### config.mk
export PLATFORM = sky130hd
export DESIGN_NAME = bootram_seq
export DESIGN_NICKNAME = d
export VERILOG_FILES = /design/src/rtl/bootram_seq.sv
export SDC_FILE = /design/constraint.sdc
export NUM_CORES = 1
export LEC_CHECK = 0
export CAP_MARGIN = 20
export CORE_MARGIN = 4
export CORE_UTILIZATION = 49
export CTS_BUF_LIST = sky130_fd_sc_hd__clkbuf_4 sky130_fd_sc_hd__clkbuf_8
export DETAILED_ROUTE_END_ITERATION = 8
export PLACE_DENSITY = 0.88
export SYNTH_ARGS = -nofsm -noshare
export SYNTH_HDL_FRONTEND = slang
export SYNTH_SLANG_ARGS = --single-unit
### constraint.sdc
create_clock -name clk -period 6 [get_ports clk]
set_input_delay 1.2 -clock clk [delete_from_list [all_inputs] [get_ports clk]]
set_output_delay 1.2 -clock clk [all_outputs]
set_load 0.02 [all_outputs]
### src/rtl/bootram_seq.sv
// rtl/bootram_seq.sv - PicoRV32 32-bit bus to 2Kx8 boot BSRAM byte-lane sequencer.
// Optional byte-wide loader port: define BOOTRAM_SEQ_LOADER_EN.
module bootram_seq #(
    parameter int ADDR_W = 11
) (
    input  logic              clk,
    input  logic              reset,
    input  logic              mem_valid,
    output logic              mem_ready,
    input  logic [31:0]       mem_addr,
    input  logic [31:0]       mem_wdata,
    input  logic [3:0]        mem_wstrb,
    output logic [31:0]       mem_rdata,
    output logic              ram_ce,
    output logic              ram_oce,
    output logic              ram_wre,
    output logic [ADDR_W-1:0] ram_ad,
    output logic [7:0]        ram_din,
    input  logic [7:0]        ram_dout
`ifdef BOOTRAM_SEQ_LOADER_EN
    ,
    input  logic              ld_valid,
    input  logic [ADDR_W-1:0] ld_addr,
    input  logic [7:0]        ld_data,
    output logic              ld_ready
`endif
);

    typedef enum logic [2:0] {
        S_IDLE, S_READ, S_RCAP, S_WRITE, S_DONE, S_LDW
    } state_t;

    state_t             r_state;
    state_t             w_next;
    logic [1:0]         r_cnt;
    logic [ADDR_W-3:0]  r_word;
    logic [31:0]        r_wdata;
    logic [3:0]         r_wstrb;
    logic [31:0]        r_rdata;

    logic               w_ce;
    logic               w_wre;
    logic               w_ready;
    logic [ADDR_W-1:0]  w_ad;
    logic [7:0]         w_din;
    logic [1:0]         w_lane;
    logic               w_unused_addr;

    assign w_unused_addr = ^{mem_addr[31:ADDR_W], mem_addr[1:0]};
    // Read data for lane cnt-1 arrives one edge after its address was clocked.
    assign w_lane = r_cnt - 2'd1;

`ifdef BOOTRAM_SEQ_LOADER_EN
    logic w_ld_ready;
`endif

    always_comb begin
        w_next  = r_state;
        w_ce    = 1'b0;
        w_wre   = 1'b0;
        w_ready = 1'b0;
        w_ad    = {r_word, r_cnt};
        w_din   = r_wdata[{r_cnt, 3'b000} +: 8];
`ifdef BOOTRAM_SEQ_LOADER_EN
        w_ld_ready = 1'b0;
`endif
        case (r_state)
            S_IDLE: begin
`ifdef BOOTRAM_SEQ_LOADER_EN
                if (ld_valid)
                    w_next = S_LDW;
                else
`endif
                if (mem_valid)
                    w_next = (mem_wstrb != 4'd0) ? S_WRITE : S_READ;
            end
            S_READ: begin
                w_ce = 1'b1;
                if (r_cnt == 2'd3)
                    w_next = S_RCAP;
            end
            S_RCAP:  w_next = S_DONE;
            S_WRITE: begin
                // Unstrobed lanes still take a cycle so write timing is fixed.
                w_ce  = r_wstrb[r_cnt];
                w_wre = r_wstrb[r_cnt];
                if (r_cnt == 2'd3)
                    w_next = S_DONE;
            end
            S_DONE: begin
                w_ready = 1'b1;
                w_next  = S_IDLE;
            end
`ifdef BOOTRAM_SEQ_LOADER_EN
            S_LDW: begin
                w_ce       = 1'b1;
                w_wre      = 1'b1;
                w_ad       = ld_addr;
                w_din      = ld_data;
                w_ld_ready = 1'b1;
                w_next     = S_IDLE;
            end
`endif
            default: w_next = S_IDLE;
        endcase
    end

    always_ff @(posedge clk) begin
        if (reset) begin
            r_state <= S_IDLE;
            r_cnt   <= 2'd0;
            r_word  <= '0;
            r_wdata <= 32'd0;
            r_wstrb <= 4'd0;
            r_rdata <= 32'd0;
        end else begin
            r_state <= w_next;
            case (r_state)
                S_IDLE: begin
                    r_cnt <= 2'd0;
                    if (w_next == S_READ || w_next == S_WRITE) begin
                        r_word  <= mem_addr[ADDR_W-1:2];
                        r_wdata <= mem_wdata;
                        r_wstrb <= mem_wstrb;
                    end
                end
                S_READ: begin
                    r_cnt <= r_cnt + 2'd1;
                    if (r_cnt != 2'd0)
                        r_rdata[{w_lane, 3'b000} +: 8] <= ram_dout;
                end
                S_RCAP:  r_rdata[31:24] <= ram_dout;
                S_WRITE: r_cnt <= r_cnt + 2'd1;
                default: r_cnt <= 2'd0;
            endcase
        end
    end

    // Gating with reset stops any lane write in the cycle reset is asserted.
    assign ram_ce    = w_ce & ~reset;
    assign ram_wre   = w_wre & ~reset;
    assign ram_oce   = 1'b1;
    assign ram_ad    = reset ? '0 : w_ad;
    assign ram_din   = reset ? 8'd0 : w_din;
    assign mem_ready = w_ready & ~reset;
    assign mem_rdata = r_rdata;
`ifdef BOOTRAM_SEQ_LOADER_EN
    assign ld_ready  = w_ld_ready & ~reset;
`endif

endmodule

# Yosys cells after proc, flatten, opt, wreduce, memory -nomap -nowiden
# Cells that the tools add are included.
[op_classes]
magnitude_cmp = 1
mux = 16
shift = 3
n_eq_ne = 8
reduce_logical = 9
n_bitwise = 4
n_addsub = 3
[ops]
columns = ["operator", "n"]
rows = [
  ["32-bit bitwise mux", 1],
  ["32-bit two-way mux", 1],
  ["8-bit by 7-bit variable shift with 32-bit output (first input constant)", 1],
  ["32-bit by 6-bit indexed part select with 8-bit output", 1],
  ["8-bit by 7-bit indexed part select with 32-bit output", 1],
  ["8-bit one-hot mux with 2 select lines", 1],
  ["3-bit one-hot mux with 4 select lines", 1],
  ["11-bit two-way mux", 1],
  ["3-bit by 2-bit == test with 1-bit output (second input constant)", 3],
  ["3-bit two-way mux", 3],
  ["8-bit two-way mux", 1],
  ["5-bit negator with 7-bit output", 1],
  ["3-bit by 1-bit == test with 1-bit output (second input constant)", 2],
  ["2-bit AND reduction", 3],
  ["2-bit one-hot mux with 2 select lines", 1],
  ["2-bit nonzero test", 2],
  ["4-bit nonzero test", 1],
  ["1-bit AND", 3],
  ["3-bit == test (second input constant)", 1],
  ["3-bit logical NOT", 1],
  ["2-bit by 3-bit less-than comparator with 1-bit output (second input constant)", 1],
  ["1-bit two-way mux", 3],
  ["2-bit by 1-bit adder with 2-bit output (second input constant)", 1],
  ["1-bit binary-select mux with 2-bit select", 1],
  ["other kinds (8)", 8],
]
[word_totals]
wordCells = 51
reg_bits = 82
out_inout_bits = 55
input_bits = 79

# Longest topological paths before layout
[depth]
depth_word = 7
depth_mapped = 8
depth_no_buf = 5

# Worst setup path before layout
# Ideal clock, no wire load.
[synth_timing]
path_type = "input-to-output"
startpoint = "input reset"
endpoint = "output mem_ready"
path_stages = 3
path_slack_ns = 2.478
t_arrival_ns = 2.322
required_time_ns = 4.800
n_path_buf = 2
cell_sequence = "clkbuf_1 clkbuf_1 nor4b_1"
[synth_between]
elab_chain_len = 2
[synth_lines]
columns = ["element", "line", "source"]
rows = [
  ["from (decl)", "7", "input logic reset,"],
  ["1-bit inverter", "145", "assign mem_ready = w_ready & ~reset;"],
  ["1-bit AND", "145", ""],
  ["to (decl)", "9", "output logic mem_ready,"],
]
# Every way passes these cells.

# Worst setup path in the final report
# Ends and elaborated chain as after synthesis.

==> flow_summary_export.csv <==
group,metric,value,unit
status,status,"finished, final reports clean",
job,maxCapViolCount,0,
clock_network,clockRootBuffer,"clkbuf_8",
synth,ys_ff_latch,82,
synth,avgSynthCellArea,8.79,sq um
routing,vias,3222,
synth,synth_edf_count,0,
critical_path,start_kind,"input port",
synth,syn_inst,410,
synth,synthArstFlopShare,0,%
placed_design,io_buffers,109,
routing,vias_per_cell,5.36,
clock_network,cts_max_level,3,
final_layout,nets,585,
synth,yosysWarnings,0,
timing,tns,0,ns
timing,finalSetupViolCount,0,
routing,drt-total-wl,9120,um
critical_path,path_max_fanout,35,
clock_network,ctsHoldBuffers,0,
placed_design,placed_cells,584,
routing,drt_iter0_drc,179,
timing,skew,0.00710,ns
final_layout,area_growth,33.4,%
floorplanning,die_h,93.8,um
power,p_leak,1.64,nW
global_routing,grt_pass1_vias,3187,
power,clockPowerShare,31.9,%
clock_network,clock-sinks,82,
critical_path,slowest_stage,"clkdlybuf4s50_1",
floorplanning,rows,30,
global_routing,grt-ovfl-total,0,
critical_path,cp.required,4.80,ns
clock_network,numCtsBuffers,9,
floorplanning,die_x,93.8,um
power,ir_drop,167,uV
clock_network,tritoncts,"yes",
power,finalPower,0.00118,W
routing,route.detailed.drc,0,
global_routing,grt_max_degree,47,
timing,fmax,245,MHz
placed_design,dpl.hpwl,6410,um
timing,finalCritPeriodShare,68.0,%
power,powerDensity,245,nW/um^2
final_layout,stdcell_count,601,
global_routing,antenna_found_initial,0,
critical_path,crit_buf_inv,3,
synth,syn_area,3600,sq um
critical_path,cp_top_family,"buffers and inverters",
placed_design,place_area,4610,sq um
power,swShare,29.4,%
clock_network,cts-resized-gates,0,
critical_path,critical_path_class,"in -> out",
critical_path,arrival,2.88,ns
critical_path,endpoint_kind,"output port",
timing,final-hold-violation-count,0,
floorplanning,initial_utilization,51.6,%
power,p_switching,0.000346,W
placed_design,place.gp.congestion,0.859,
final_layout,final_common_cell,"clkdlybuf4s50_1",
timing,setup_ws,1.92,ns
clock_network,clkTransAtPathRegs,0.09,ns
floorplanning,dieArea,8790,sq um
power,intPower,0.000830,W
critical_path,crit_path_max_incr_delay,0.68,ns
routing,drt_pass1_iterations,5,
timing,tightest_slew,1.07,ns
synth,yosysSeqAreaShare,45.6,%
floorplanning,core,6980,sq um
worst_hold_path,min_path_type,"reg -> reg",
timing,relSlewSlack,28.6,%
routing,wl_per_cell,15.2,um
global_routing,grt_usage,21.2,%
routing,ant_nets,0,
floorplanning,ios,134,
critical_path,path_cells,"buf_2, buf_4, nor4b_1, clkdlybuf4s50_1",
final_layout,stdcell_area,4810,sq um
power,combPwrFrac,17.3,%
timing,maxSlewViolCount,0,
synth,synth_flop_cell,"dfxtp_1",
placed_design,dp_slack,1.91,ns
clock_network,clockBufferDepth,2,
global_routing,grt_pass1_wl,15000,um
final_layout,n_antenna_cell,0,
clock_network,insertion_delay,0.35,ns
final_layout,drive_gt1_share,7.92,%
synth,syn_nets,495,
synth,synthDistinctLibCells,35,
timing,rsz0062_at_grt,"no",
clock_network,post_cts_buffers,0,
power,seq_power_share,50.8,%
final_layout,final_cell_mix,"clkdlybuf4s50_1 (108), nand2_1 (93), dfxtp_1 (82), a21oi_1 (71), nand4_1 (24)",
timing,fin_crit,4.08,ns
[worst register-to-register path, stage by stage, from the launching register on]
cell	delay [ns]
dfxtp_1	0.76
inv_1	0.28
ha_1	0.31
nor4b_4	0.89
nand4_1	0.23
a21oi_1	0.21
[synthesized netlist by cell type, types with 3 or more instances]
master     n  area [sq um]
a21oi_1   71           355
buf_2      4          20.0
buf_4      4          30.0
buf_6     11           124
clkbuf_1  14          52.6
dfxtp_1   82          1640
ha_1       6          75.1
inv_1      5          18.8
mux2i_1   10           100
mux4_2     8           180
nand2_1   93           349
nand2b_1   3          18.8
nand4_1   24           150
nor2_1    10          37.5
nor2b_1   17           106
o21ai_0    4          20.0
o21ai_1   20           100
[final timing paths]
path                                 from           end  slack, ns  cells after the start
worst min-delay path            r_word[2]     r_word[2]       0.45                      2
worst max register to register   r_cnt[1]  mem_rdata[1]       3.27                      5
worst max-delay path                reset     mem_ready       1.92                      4
worst min register to register  r_word[2]     r_word[2]       0.45                      2
[final cells by class]
class | instances | area, sq um
inverter | 5 | 18.8
timing repair buffer | 115 | 1140
tap | 96 | 120
fill | 567 | 2180
clock buffer | 9 | 124
sequential | 82 | 1640
multi-input combinational | 287 | 1700
clock inverter | 7 | 60.1
[metrics by stage]
| stage | hold slack, ns | util [%] |
|---|---|---|
| 6_report | 0.453 | 68.8 |
| 5_1_grt | 0.473 | 68.8 |
| 4_1_cts | 0.457 | 68.6 |
| 3_5_place_dp | 0.444 | 66.0 |
| 3_3_place_gp | 0.439 | 66.0 |
| 2_1_floorplan | 0.432 | - |
[flip-flops by register name (all words and copies together) (netlist names)]
signal,flops
mem_rdata,32
r_cnt,2
r_state,3
r_wdata,32
r_word,9
r_wstrb,4
[power groups by stage]
stage	sequential, W	clock (W)	combinational (W)
floorplan	0.000602	0	0.000142
global placement	0.000610	0	0.000194
detailed placement	0.000613	0	0.000199
CTS	0.000600	0.000379	0.000201
global route	0.000602	0.000408	0.000223
finish	0.000598	0.000375	0.000204
[per-layer routing]
metal	track usage (%)	part of all wire, %
met5	0	0
met4	6.26	1.9
met3	7.29	9.1
met2	35.5	48
met1	25.6	41
[cells by family after synthesis]
logic type      share of synthesized area, %
simple gates                            22.6
flops                                   45.6
buf+inv                                 7.19
fa+ha+maj                               2.08
compound gates                          14.1
other cells                            0.104
xor+xnor                               0.243
mux                                     8.09
Note: power is estimated with default switching activity, not from simulation.
